[src/rtl/me_best_mv_tracker.sv]
// Integer-pel ME result stage: tracks the minimum SAD over a serpentine-scanned search window
// and hands the best motion vector to mode decision. Optional zero-vector credit: ME_ZERO_MV_BIAS_EN.
module me_best_mv_tracker #(
    parameter int MACRO_DIM  = 16,
    parameter int SEARCH_DIM = 32,
    parameter int SAD_W      = 16,
    parameter int ZERO_BIAS  = 4
) (
    input  logic             clk,
    input  logic             rst,
    input  logic             start,
    output logic             readyi,
    input  logic             sad_valid,
    input  logic [SAD_W-1:0] sad,
    output logic             valido,
    input  logic             readyo,
    output logic [5:0]       mv_x,
    output logic [5:0]       mv_y,
    output logic [SAD_W-1:0] min_sad,
    output logic             err
);
    localparam int NPOS  = SEARCH_DIM - MACRO_DIM + 1;
    localparam int CTR   = (SEARCH_DIM - MACRO_DIM) / 2;
    localparam int NCAND = NPOS * NPOS;
    localparam int PW    = $clog2(NPOS + 1);
    localparam int KW    = $clog2(NCAND);
    localparam logic [SAD_W-1:0] BIAS = SAD_W'(ZERO_BIAS);
`ifdef ME_ZERO_MV_BIAS_EN
    localparam bit BIAS_EN = 1'b1;
`else
    localparam bit BIAS_EN = 1'b0;
`endif

    typedef enum logic [1:0] {S_IDLE, S_TRACK, S_DONE} state_t;

    state_t           r_state;
    logic [PW-1:0]    r_x, r_y, r_best_x, r_best_y;
    logic             r_dir_up;
    logic [KW-1:0]    r_k;
    logic [SAD_W-1:0] r_best_sad, r_min_sad;
    logic [5:0]       r_mv_x, r_mv_y;
    logic             r_readyi, r_valido, r_err;

    logic             w_is_ctr, w_hit, w_last;
    logic [SAD_W-1:0] w_sad_sat, w_cmp, w_best_sad_nxt;
    logic [PW-1:0]    w_best_x_nxt, w_best_y_nxt;

    assign w_is_ctr       = (r_x == PW'(CTR)) && (r_y == PW'(CTR));
    assign w_sad_sat      = (sad > BIAS) ? (sad - BIAS) : '0;
    assign w_cmp          = (BIAS_EN && w_is_ctr) ? w_sad_sat : sad;
    assign w_hit          = w_cmp < r_best_sad;
    assign w_best_sad_nxt = w_hit ? w_cmp : r_best_sad;
    assign w_best_x_nxt   = w_hit ? r_x : r_best_x;
    assign w_best_y_nxt   = w_hit ? r_y : r_best_y;
    assign w_last         = (r_k == KW'(NCAND - 1));

    always_ff @(posedge clk) begin
        if (rst) begin
            r_state    <= S_IDLE;
            r_x        <= '0;
            r_y        <= '0;
            r_dir_up   <= 1'b0;
            r_k        <= '0;
            r_best_x   <= '0;
            r_best_y   <= '0;
            r_best_sad <= '0;
            r_min_sad  <= '0;
            r_mv_x     <= '0;
            r_mv_y     <= '0;
            r_readyi   <= 1'b1;
            r_valido   <= 1'b0;
            r_err      <= 1'b0;
        end else begin
            case (r_state)
                S_IDLE: begin
                    if (start) begin
                        r_state    <= S_TRACK;
                        r_readyi   <= 1'b0;
                        r_best_sad <= '1;
                        r_best_x   <= '0;
                        r_best_y   <= '0;
                        r_x        <= '0;
                        r_y        <= '0;
                        r_dir_up   <= 1'b0;
                        r_k        <= '0;
                        r_err      <= 1'b0;
                    end else if (sad_valid) begin
                        r_err <= 1'b1;
                    end
                end
                S_TRACK: begin
                    if (sad_valid) begin
                        r_best_sad <= w_best_sad_nxt;
                        r_best_x   <= w_best_x_nxt;
                        r_best_y   <= w_best_y_nxt;
                        // serpentine: columns alternate down/up, turn at the window edge
                        if (!r_dir_up) begin
                            if (r_y == PW'(NPOS - 1)) begin
                                r_x      <= r_x + 1'b1;
                                r_dir_up <= 1'b1;
                            end else begin
                                r_y <= r_y + 1'b1;
                            end
                        end else begin
                            if (r_y == '0) begin
                                r_x      <= r_x + 1'b1;
                                r_dir_up <= 1'b0;
                            end else begin
                                r_y <= r_y - 1'b1;
                            end
                        end
                        if (w_last) begin
                            r_state   <= S_DONE;
                            r_valido  <= 1'b1;
                            r_mv_x    <= 6'(w_best_x_nxt) - 6'(CTR);
                            r_mv_y    <= 6'(w_best_y_nxt) - 6'(CTR);
                            r_min_sad <= w_best_sad_nxt;
                        end else begin
                            r_k <= r_k + 1'b1;
                        end
                    end
                end
                S_DONE: begin
                    if (sad_valid) r_err <= 1'b1;
                    if (readyo) begin
                        r_state  <= S_IDLE;
                        r_valido <= 1'b0;
                        r_readyi <= 1'b1;
                    end
                end
                default: r_state <= S_IDLE;
            endcase
        end
    end

    assign readyi  = r_readyi;
    assign valido  = r_valido;
    assign mv_x    = r_mv_x;
    assign mv_y    = r_mv_y;
    assign min_sad = r_min_sad;
    assign err     = r_err;
endmodule
[config.mk]
export PLATFORM = sky130hd
export DESIGN_NAME = me_best_mv_tracker
export DESIGN_NICKNAME = d
export VERILOG_FILES = /design/src/rtl/me_best_mv_tracker.sv
export SDC_FILE = /design/constraint.sdc
export NUM_CORES = 1
export LEC_CHECK = 0
export BUFFER_PORTS_ARGS = -buffer_cell sky130_fd_sc_hd__buf_4
export CORE_MARGIN = 4
export CORE_UTILIZATION = 53
export CTS_CLUSTER_DIAMETER = 80
export DETAILED_ROUTE_END_ITERATION = 6
export HOLD_SLACK_MARGIN = 0.05
export PLACE_DENSITY = 0.74
export SYNTH_ARGS = -nofsm -noshare
export SYNTH_HDL_FRONTEND = slang
export SYNTH_SLANG_ARGS = --single-unit
[constraint.sdc]
create_clock -name clk -period 7 [get_ports clk]
set_input_delay 0.7 -clock clk [delete_from_list [all_inputs] [get_ports clk]]
set_output_delay 0.7 -clock clk [all_outputs]
set_load 0.005 [all_outputs]
# Word-level counts from Yosys, hierarchy flattened
# Cells that the tools add are included.
word_totals:
  regBits: 79
  input_bits: 21
  out_inout_bits: 31
  wordCells: 92
op_classes:
  addsub: 6
  n_lt_le_gt_ge: 1
  eq_ne: 13
  n_mux: 45
  reduce_logical: 13
op_table:
  columns: ["operator", "n"]
  rows:
  - ["2-to-1 mux 5 bit", 13]
  - ["2-to-1 mux 16 bit", 3]
  - ["case mux 5 bit (2 select lines)", 4]
  - ["case mux 16 bit (2 select lines)", 1]
  - ["2-to-1 mux 9 bit", 3]
  - ["case mux 9 bit (2 select lines)", 1]
  - ["< comparator 16 bit", 1]
  - ["!= test 3 bit (second input constant)", 4]
  - ["AND reduction 4 bit", 3]
  - ["subtractor 5 x 4 -> 6 bit (second input constant)", 2]
  - ["2-to-1 mux 1 bit", 11]
  - ["adder 5 x 1 -> 5 bit (second input constant)", 2]
  - ["!= test 2 bit (second input constant)", 5]
  - ["AND reduction 5 bit", 2]
  - ["adder 9 x 1 -> 9 bit (second input constant)", 1]
  - ["equality test 9 bit (second input constant)", 1]
  - ["AND reduction 3 bit", 3]
  - ["2-to-1 mux 2 bit", 4]
  - ["case mux 1 bit (2 select lines)", 4]
  - ["case mux 2 bit (3 select lines)", 1]
  - ["nonzero test 2 bit", 3]
  - ["equality test 5 bit (second input constant)", 1]
  - ["logical NOT 5 bit", 1]
  - ["subtractor 5 x 1 -> 5 bit (second input constant)", 1]
  - ["other kinds (3)", 3]

# Longest topological paths before layout
depth:
  ltp_word: 5
  ltp_mapped: 12
  depth_no_buf: 10

# Least setup slack after synthesis
# OpenSTA, ideal clock, no wires.
synth_timing:
  kind: "input to register"
  from: "in sad[15]"
  to: "reg r_mv_x[4] (netlist: mv_x[4])"
  setup_time_ns: 0.086
  arrival_time_ns: 2.834
  required_time_ns: 6.914
  slack_ns: 4.080
  stages: 10
  n_path_buf: 2
  path_cell_list: "ha_1 -> nand2_2 -> nor4_2 -> or4b_4 -> and3_1 -> buf_6 -> buf_6 -> mux2i_1 -> ha_1 -> a211oi_1"
synth_between:
  elab_chain_cells: 3
synth_lines:
  columns: ["element", "line_no", "source"]
  rows:
  - ["from (decl)", "14", "input logic [SAD_W-1:0] sad,"]
  - ["< comparator 16 bit", "51", "assign w_hit = w_cmp < r_best_sad;"]
  - ["2-to-1 mux 5 bit", "53", "assign w_best_x_nxt = w_hit ? r_x : r_best_x;"]
  - ["subtractor 5 x 4 -> 6 bit", "115", "r_mv_x <= 6'(w_best_x_nxt) - 6'(CTR);"]
  - ["to (signal assigned)", "115", null]
  - ["to (decl)", "41", "logic [5:0] r_mv_x, r_mv_y;"]
# No other way between the ends.
# A chain may end at the register's enable or synchronous reset.

# Final worst setup path
# Same ends and word-level chain as after synthesis.

==> reports/qor.yml <==
status:
  outcome: "complete, no violations"
clocking:
  cts.htree.levels: 3
  cts_tree: "built"
  cts_root_buf: "clkbuf_8"
  ctsResizeCount: 0
  cts_hold_buf: 0
  cts.sinks: 79
  clockBufferDepth: 2
  path_clk_slew_ps: 80
  postCtsSetupBuffers: 0
  worstSkewPairLatency_ps: 350
  numCtsBuffers: 9
finish:
  areaGrowthSynthToFinish_pct: 15.3
  final_cell_area_um2: 4460
  fillCellCount: 616
  multi_input_area_um2: 2030
  drive_gt1_share_pct: 16.9
  nNetsFinal: 537
  n_antenna_cell: 0
  register_area_um2: 1580
die:
  initial_utilization_pct: 55.6
  fp.dieH_um: 93.4
  core_area_um2: 6940
  ios: 52
  dieArea_um2: 8720
  die_width_um: 93.4
  rows: 30
sta:
  relSlewSlack_pct: 42.1
  finalClockSkew_ps: 11.3
  worst_pin_slew_ps: 869
  fmax_mhz: 312
  setup_violations: 0
  finalHoldViolCount: 0
  final-max-slew-violation-count: 0
  rsz0062_at_grt: "no"
  finalSetupTns_ps: 0
  finalCritPeriodShare_pct: 45.8
  min_period_ps: 3210
logic_synthesis:
  synth_common_cells: "dfxtp_1 (79), nand2_1 (77), a31oi_1 (32), o21ai_0 (31), nor2_1 (28)"
  syn_area_um2: 3860
  synth_area_leaders: "dfxtp_1 (41%), nand2_1 (7.5%), ha_1 (7.4%), a31oi_1 (5.2%), o21ai_0 (4.0%)"
  synth_edf_count: 0
  yosysSeqAreaShare_pct: 40.9
  yosys.cell_types.count: 50
  synth.most_common_cell: "dfxtp_1"
  mappedNetlistNets: 500
  syn_avg_cell_area_um2: 8.49
  synth_flop_cell: "dfxtp_1"
  synth_area_leader_cell: "dfxtp_1"
  syn_inst: 455
  synth_top_area_share_pct: 40.9
  ys_seq_elements: 79
  synth_async_sr_flop_share_pct: 0
  synth_warnings: 0
global_routing:
  grt_overflow: 0
  track_usage_pct: 20.8
  grt_pass1_wl_mm: 14.9
  grt_max_degree: 53
  grt_pass1_vias: 3222
  antenna_found_initial: 0
routing:
  ant_nets: 0
  drt_iter0_drc: 238
  vias: 3358
  first_pass_iters: 4
  wl_per_cell_um: 14.5
  via_per_inst: 5.67
  drc_errors: 0
  routed_wl_mm: 8.60
job:
  maxCapViolCount: 0
critical_path:
  crit_fanout: 20
  critPathKind: "in2reg"
  cp_slowest_stage_delay_ps: 540
  worst-endpoint-required_ps: 7270
  cp.arrival_ps: 3470
  rrSetupSlack_ps: 3850
  reg2reg_to: "mv_x[4]"
  ff2ff_path_depth: 10
  end_kind: "flop"
  cp_slowest_cell: "or4b_4"
  startpoint_type: "input pin"
  worstSetupStartpoint: "sad[15]"
  crit_chain: "buf_4 -> ha_1 -> nand2_2 -> nor4_2 -> or4b_4 -> and3_1 -> buf_4 -> mux2i_1 -> ha_1 -> a211oi_1"
  endpoint: "mv_x[4]"
  reg2reg_from: "r_best_sad[15]"
placement:
  port_buffers: 51
  dpl_cell_area_um2: 4240
  gp_congestion: 0.812
  dp_hpwl_mm: 5.82
pwr:
  power_leakage_nw: 1.76
  ir_drop_uv: 127
  powerDensity_nw_per_um2: 218
hold_path:
  min_path_type: "reg2reg"
## logic make-up after synthesis
group,share of synthesized area (%)
and+or+nand+nor,19.7
AOI/OAI and AO/OA,20.5
DFF,40.9
buffers and inverters,6.57
adders and majority gates,7.97
xor gates and xnor gates,2.72
muxes,1.55
## report_power, final
group | switching, mW | total [mW] | leakage, nW | internal [mW]
logic | 0.0849 | 0.132 | 1.01 | 0.0472
registers | 0.0101 | 0.472 | 0.642 | 0.461
clock network | 0.159 | 0.367 | 0.109 | 0.208
total | 0.254 | 0.971 | 1.76 | 0.716
## placed cells by master (no fill, tap or decap), types with 22 or more instances in the layout
cell,n
a31oi_1,32
ha_1,23
inv_1,25
nand3_1,22
o21ai_0,31
nor2_1,28
a21oi_1,26
nand2_1,77
buf_4,56
dfxtp_1,79
## per-stage QoR
stage               instances  utilization [%]  hold slack [ps]  worst slack [ps]  power (mW)
finish                    592             64.2              461              3790       0.971
global route              592             64.2              498              3510        1.01
CTS                       592             64.2              463              3790       0.978
detailed placement        577             61.1              452              3430       0.613
global placement          577             61.1              451              3490       0.610
floorplan                 455                -              453              4080       0.582
## critical path, delay by kind of cell
| kind | cells | cell delay, ps |
|---|---|---|
| adder cells (fa/ha/maj) | 2 | 560 |
| buffers and inverters | 2 | 450 |
| AO/OA/AOI/OAI | 1 | 190 |
| multiplexers | 1 | 180 |
| AND/OR/NAND/NOR | 4 | 1390 |
## area by class of cell
type / instances / share of cell area (%)
Tap cell: 96 / 2.70
Clock inverter: 4 / 1.57
Sequential cell: 79 / 35.5
Inverter: 25 / 2.11
Multi-Input combinational cell: 321 / 45.5
Clock buffer: 11 / 3.17
Timing Repair Buffer: 56 / 9.44
## per-layer routing
| layer | global-route usage, % | wire [um] |
|---|---|---|
| met3 | 4.18 | 354 |
| met5 | 0 | 0 |
| met1 | 25.0 | 3940 |
| met2 | 36.9 | 4180 |
| met4 | 6.59 | 114 |
## worst min path at each step
stage          slack, ps     from      end  depth (start not counted)
2_1_floorplan        450  mv_x[5]  mv_x[5]                          2
3_3_place_gp         450  mv_y[5]  mv_y[5]                          2
3_5_place_dp         450  mv_y[5]  mv_y[5]                          2
4_1_cts              460  mv_y[5]  mv_y[5]                          2
5_1_grt              500  mv_x[5]  mv_x[5]                          2
6_report             460  mv_y[5]  mv_y[5]                          2
## sequential cells by signal (all words and copies together) (netlist names)
| signal | flops |
|---|---|
| err | 1 |
| r_dir_up | 1 |
| r_x | 5 |
| r_k | 9 |
| min_sad | 16 |
| r_state | 2 |
| r_best_x | 5 |
| mv_y | 6 |
| valido | 1 |
| r_best_y | 5 |
| readyi | 1 |
| r_y | 5 |
| mv_x | 6 |
| r_best_sad | 16 |
No activity file was read; power rests on OpenSTA's default activity.
